<file path="src/rtl/hci_cpuif_arb.sv">
// Two-requester round-robin arbiter in front of the I3C CSR cpuif port.
// One outstanding transaction; acks are routed to the issuer; a watchdog turns a lost ack into an error.
module hci_cpuif_arb #(
   parameter int ADDR_WIDTH = 12,
   parameter int DATA_WIDTH = 32,
   parameter int TIMEOUT    = 255
) (
   input  logic                  clk_i,
   input  logic                  rst_ni,

   input  logic                  m0_req,
   input  logic                  m0_req_is_wr,
   input  logic [ADDR_WIDTH-1:0] m0_addr,
   input  logic [DATA_WIDTH-1:0] m0_wr_data,
   input  logic [DATA_WIDTH-1:0] m0_wr_biten,
   output logic                  m0_req_stall_wr,
   output logic                  m0_req_stall_rd,
   output logic                  m0_rd_ack,
   output logic                  m0_rd_err,
   output logic [DATA_WIDTH-1:0] m0_rd_data,
   output logic                  m0_wr_ack,
   output logic                  m0_wr_err,

   input  logic                  m1_req,
   input  logic                  m1_req_is_wr,
   input  logic [ADDR_WIDTH-1:0] m1_addr,
   input  logic [DATA_WIDTH-1:0] m1_wr_data,
   input  logic [DATA_WIDTH-1:0] m1_wr_biten,
   output logic                  m1_req_stall_wr,
   output logic                  m1_req_stall_rd,
   output logic                  m1_rd_ack,
   output logic                  m1_rd_err,
   output logic [DATA_WIDTH-1:0] m1_rd_data,
   output logic                  m1_wr_ack,
   output logic                  m1_wr_err,

   output logic                  s_cpuif_req,
   output logic                  s_cpuif_req_is_wr,
   output logic [ADDR_WIDTH-1:0] s_cpuif_addr,
   output logic [DATA_WIDTH-1:0] s_cpuif_wr_data,
   output logic [DATA_WIDTH-1:0] s_cpuif_wr_biten,
   input  logic                  s_cpuif_req_stall_wr,
   input  logic                  s_cpuif_req_stall_rd,
   input  logic                  s_cpuif_rd_ack,
   input  logic                  s_cpuif_rd_err,
   input  logic [DATA_WIDTH-1:0] s_cpuif_rd_data,
   input  logic                  s_cpuif_wr_ack,
   input  logic                  s_cpuif_wr_err
);

   // state | meaning
   // IDLE  | arbitrating; winner's request passes straight through to the CSR block
   // BUSY  | one transaction outstanding for owner_q; waiting for ack or watchdog expiry

   localparam int WDOG_W = (TIMEOUT > 0) ? $clog2(TIMEOUT + 1) : 1;
   localparam bit WDOG_EN = (TIMEOUT > 0);
   localparam logic [WDOG_W-1:0] WDOG_LAST = WDOG_W'((TIMEOUT > 0) ? TIMEOUT - 1 : 0);

   typedef enum logic {
      IDLE = 1'b0,
      BUSY = 1'b1
   } state_t;

   state_t              state_q, state_d;
   logic                owner_q, owner_d;
   logic                rr_prio_q, rr_prio_d;
   logic                is_wr_q, is_wr_d;
   logic [WDOG_W-1:0]   wdog_q, wdog_d;

   logic                any_req;
   logic                winner;
   logic                w_is_wr;
   logic [ADDR_WIDTH-1:0] w_addr;
   logic [DATA_WIDTH-1:0] w_wr_data;
   logic [DATA_WIDTH-1:0] w_wr_biten;
   logic                accept;
   logic                done;
   logic                timeout;

   logic                rt_rd_ack;
   logic                rt_rd_err;
   logic [DATA_WIDTH-1:0] rt_rd_data;
   logic                rt_wr_ack;
   logic                rt_wr_err;

   assign any_req    = m0_req | m1_req;
   assign winner     = (m0_req & m1_req) ? rr_prio_q : m1_req;
   assign w_is_wr    = winner ? m1_req_is_wr : m0_req_is_wr;
   assign w_addr     = winner ? m1_addr      : m0_addr;
   assign w_wr_data  = winner ? m1_wr_data   : m0_wr_data;
   assign w_wr_biten = winner ? m1_wr_biten  : m0_wr_biten;

   assign accept  = any_req & ~(w_is_wr ? s_cpuif_req_stall_wr : s_cpuif_req_stall_rd);
   assign done    = s_cpuif_rd_ack | s_cpuif_wr_ack;
   // A real ack in the expiry cycle wins over the watchdog.
   assign timeout = WDOG_EN & (wdog_q == WDOG_LAST) & ~done;

   assign rt_rd_ack  = s_cpuif_rd_ack | (timeout & ~is_wr_q);
   assign rt_rd_err  = s_cpuif_rd_err | (timeout & ~is_wr_q);
   assign rt_rd_data = s_cpuif_rd_ack ? s_cpuif_rd_data : '0;
   assign rt_wr_ack  = s_cpuif_wr_ack | (timeout & is_wr_q);
   assign rt_wr_err  = s_cpuif_wr_err | (timeout & is_wr_q);

   always_ff @(posedge clk_i) begin
      if (!rst_ni) begin
         state_q   <= IDLE;
         owner_q   <= 1'b0;
         rr_prio_q <= 1'b0;
         is_wr_q   <= 1'b0;
         wdog_q    <= '0;
      end else begin
         state_q   <= state_d;
         owner_q   <= owner_d;
         rr_prio_q <= rr_prio_d;
         is_wr_q   <= is_wr_d;
         wdog_q    <= wdog_d;
      end
   end

   always_comb begin
      state_d   = state_q;
      owner_d   = owner_q;
      rr_prio_d = rr_prio_q;
      is_wr_d   = is_wr_q;
      wdog_d    = wdog_q;

      s_cpuif_req       = 1'b0;
      s_cpuif_req_is_wr = 1'b0;
      s_cpuif_addr      = '0;
      s_cpuif_wr_data   = '0;
      s_cpuif_wr_biten  = '0;

      m0_req_stall_wr = 1'b1;
      m0_req_stall_rd = 1'b1;
      m0_rd_ack       = 1'b0;
      m0_rd_err       = 1'b0;
      m0_rd_data      = '0;
      m0_wr_ack       = 1'b0;
      m0_wr_err       = 1'b0;

      m1_req_stall_wr = 1'b1;
      m1_req_stall_rd = 1'b1;
      m1_rd_ack       = 1'b0;
      m1_rd_err       = 1'b0;
      m1_rd_data      = '0;
      m1_wr_ack       = 1'b0;
      m1_wr_err       = 1'b0;

      // Outputs are held quiet while reset is asserted; acks seen in IDLE are stray and dropped.
      if (rst_ni) begin
         if (state_q == IDLE) begin
            s_cpuif_req       = any_req;
            s_cpuif_req_is_wr = w_is_wr;
            s_cpuif_addr      = w_addr;
            s_cpuif_wr_data   = w_wr_data;
            s_cpuif_wr_biten  = w_wr_biten;
            if (winner) begin
               m1_req_stall_wr = s_cpuif_req_stall_wr;
               m1_req_stall_rd = s_cpuif_req_stall_rd;
            end else begin
               m0_req_stall_wr = s_cpuif_req_stall_wr;
               m0_req_stall_rd = s_cpuif_req_stall_rd;
            end
            if (accept) begin
               state_d   = BUSY;
               owner_d   = winner;
               rr_prio_d = ~winner;
               is_wr_d   = w_is_wr;
               wdog_d    = '0;
            end
         end else begin
            if (owner_q) begin
               m1_rd_ack  = rt_rd_ack;
               m1_rd_err  = rt_rd_err;
               m1_rd_data = rt_rd_data;
               m1_wr_ack  = rt_wr_ack;
               m1_wr_err  = rt_wr_err;
            end else begin
               m0_rd_ack  = rt_rd_ack;
               m0_rd_err  = rt_rd_err;
               m0_rd_data = rt_rd_data;
               m0_wr_ack  = rt_wr_ack;
               m0_wr_err  = rt_wr_err;
            end
            if (done || timeout) begin
               state_d = IDLE;
            end else if (WDOG_EN) begin
               wdog_d = wdog_q + WDOG_W'(1);
            end
         end
      end
   end

endmodule

</file>
<file path="config.mk">
export PLATFORM = sky130hd
export DESIGN_NAME = hci_cpuif_arb
export DESIGN_NICKNAME = d
export VERILOG_FILES = /design/src/rtl/hci_cpuif_arb.sv
export SDC_FILE = /design/constraint.sdc
export NUM_CORES = 1
export LEC_CHECK = 0
export ABC_AREA = 1
export CORE_AREA = 2 2 136 138
export DETAILED_ROUTE_END_ITERATION = 16
export DIE_AREA = 0 0 138 140
export PLACE_DENSITY = 0.59
export SLEW_MARGIN = 20
export SYNTH_ARGS = -nofsm -noshare
export SYNTH_HDL_FRONTEND = slang
export SYNTH_SLANG_ARGS = --single-unit
</file>
<file path="constraint.sdc">
create_clock -name clk_i -period 2.1 [get_ports clk_i]
set_input_delay 0.63 -clock clk_i [delete_from_list [all_inputs] [get_ports clk_i]]
set_output_delay 0.63 -clock clk_i [all_outputs]
set_load 0.02 [all_outputs]
</file>
==> metrics.cfg <==
[final_layout]
drive_gt1_share_pct = 63.2
n_antenna_cell = 0
final_cells = 1173
fin_nets = 1144
seqCellArea_um2 = 248
area_delta_synth_final_pct = 307
finish.utilization_pct = 53.7
n_fill_cell = 1584
multi_input_area_um2 = 3200

[floorplan]
initial_utilization_pct = 13.2
die_y_um = 140
rows = 49
core_um2 = 17800
die_w_um = 138
ioPinCount = 350
die_area_um2 = 19300

[global_routing]
grt_pass1_wl_um = 29900
grt_pass1_vias = 5329
grt.total_usage_pct = 19.3
antenna_found_initial = 1
grt.overflow.total = 0
grt_max_degree = 36

[timing]
finalHoldViolations = 0
max_freq_ghz = 0.425
setup-tns-final_ns = -19.62
worstMarginPinSlew_ns = 0.301
setup_slack_ns = -0.255
fin_crit_sh_pct = 112
rsz0062_at_grt = yes
finClkSkew_ns = 0.00352
slew_violations = 0
period_needed_ns = 2.36
relSlewSlack_pct = 79.8
setup_violations = 154

[clocking]
clockRootBuffer = clkbuf_16
cts_sinks = 12
cts_tree = yes
cts_hold_buf = 0
cts_htree_levels = 1
clock_latency_ns = 0.24
cts_buffers = 3
clkTransAtPathRegs_ns = 0.04
cts_max_path_buffers = 2

[synthesis]
avgSynthCellArea_um2 = 4.79
ys_warn_count = 0
yosysTopAreaCellShare_pct = 38.5
syn_area_um2 = 2350
ys_seq_elements = 12
synth_area_leaders = nor2_1 (39%), o21ai_0 (14%), dfxtp_1 (10%)
syn-num-nets = 688
synthCells = 490
synth-seq-area-share_pct = 10.2
synth_edf_count = 0
ys.flop_type = dfxtp_1
synth_top_cell_by_area = nor2_1
yosysUniqueCellTypes = 25
async_flop_share_pct = 0

[power]
p_int_mw = 1.79
p_comb_share_pct = 79.9
ir_drop_uv = 188
p_sw_share_pct = 40.2
p_leak_nw = 3.76
clkPwrFrac_pct = 11.6
switching_power_mw = 1.20
power_density_nw_per_um2 = 313
fin_total_pwr_mw = 2.99
seqPwrFrac_pct = 8.6

[hold_path]
hold_path.class = flip-flop to flip-flop

[critical_path]
cp-start-kind = input port
cp.arrival_ns = 1.73
crit_path_end_kind = output pin
cp_max_fo = 7
worst-setup-path-type = input port to output pin
cp.required_ns = 1.47

[job]
maxCapViolCount = 0

[detailed_routing]
vias_per_cell = 4.34
vias = 5093
drc_errors = 0
drt_wl_total_um = 21400
ant_nets = 0
wl_per_cell_um = 18.3
dr.pass1.iters = 5
drt_iter0_drc = 219

[outcome]
status = complete, but fails checks
violations = setup timing

[place]
place_inst = 1072
dp_hpwl_um = 12400
routabilityCongestion = 0.830
place_ws_ns = -1.05
port_buffers = 349

==> kinds of logic after synthesis <==
logic type | after synthesis | synth area share [%]
AO/OA/AOI/OAI | 88 | 18.8
XOR/XNOR | 5 | 1.87
adder cells (fa/ha/maj) | 2 | 1.07
buffers and inverters | 53 | 9.70
flip-flops | 12 | 10.2
AND/OR/NAND/NOR | 330 | 58.4
==> cell usage after synthesis, types with 2 or more instances <==
library cell  number
clkbuf_1          23
nand4_1            3
dfxtp_1           12
nand2_1           56
buf_4              2
buf_2              8
nand2_2            2
nand3_2            2
xnor2_1            2
nand2_4            3
o21ai_1           12
nor4_2             2
a21oi_1           11
inv_2              2
nand3_1           17
xor2_1             3
o21ai_0           65
clkbuf_2           3
nor2_4             2
nor2_1           241
inv_1             14
ha_1               2
==> power groups by stage <==
stage	clock [mW]	combinational [mW]	sequential [mW]
after detailed placement	0	1.48	0.253
after global routing	0.371	2.51	0.257
after CTS	0.355	2.13	0.254
after global placement	0	1.48	0.253
after floorplan	0	0.646	0.250
final	0.346	2.39	0.256
==> area by class of cell <==
cell class | instances | share of cell area (%)
Tap cell | 229 | 3.00
Clock buffer | 3 | 0.786
Inverter | 16 | 0.891
Sequential cell | 12 | 2.59
Timing Repair Buffer | 488 | 59.2
Multi-Input combinational cell | 425 | 33.5
==> critical path, cell delays in order <==
cell	delay [ns]
buf_8	0.11
nand2_8	0.06
nand2_8	0.05
buf_6	0.13
inv_12	0.05
buf_12	0.14
buf_16	0.14
buf_8	0.13
nor2_2	0.04
nor2_2	0.09
buf_4	0.14
==> state kept, by name, summed over array words and instances (netlist names) <==
| register | cells |
|---|---|
| is_wr_q | 1 |
| owner_q | 1 |
| rr_prio_q | 1 |
| state_q | 1 |
| wdog_q | 8 |
==> stage by stage <==
step / cell area (µm²) / hold slack (ns)
4_1_cts: 8190 / 0.472
3_3_place_gp: 6540 / 0.453
5_1_grt: 9550 / 0.541
3_5_place_dp: 6540 / 0.466
6_report: 9550 / 0.480
2_1_floorplan: 2540 / 0.439
==> placed cells by master (no fill, tap or decap), drive strengths merged <==
cell type,count
a21oi,11
buf,289
clkbuf,11
clkdlybuf4s15,1
clkdlybuf4s50,189
dfxtp,12
dlymetal6s2s,1
ha,2
inv,16
nand2,61
nand3,20
nand4,4
nor2,243
nor4,2
o21ai,77
xnor2,2
xor2,3
==> what timing repair did <==
action	in CTS	in global routing
resized for setup	1026	356
endpoints found under the setup margin	162	147
buffers inserted	56	19
cloned	21	11
pin swaps	40	62
==> path summary, 6_finish.rpt <==
path                                 from                  end  slack [ns]  depth (start not counted)
worst max-delay path               m0_req  s_cpuif_wr_data[11]       -0.26                         11
worst min-delay path            rr_prio_q            rr_prio_q        0.48                          2
worst max register to register  rr_prio_q            wdog_q[1]        0.12                         16
worst min register to register  rr_prio_q            rr_prio_q        0.48                          2
==> metal layers <==
metal	vias to the layer above	part of all wire [%]	track usage [%]	routed length [µm]
li1	2481	-	-	-
met1	2361	39	23.6	8290
met2	206	53	35.0	11400
met3	43	5.5	2.94	1180
met4	2	2.7	5.48	582
met5	-	0.061	0	13
(Power assumes the default switching activity.)
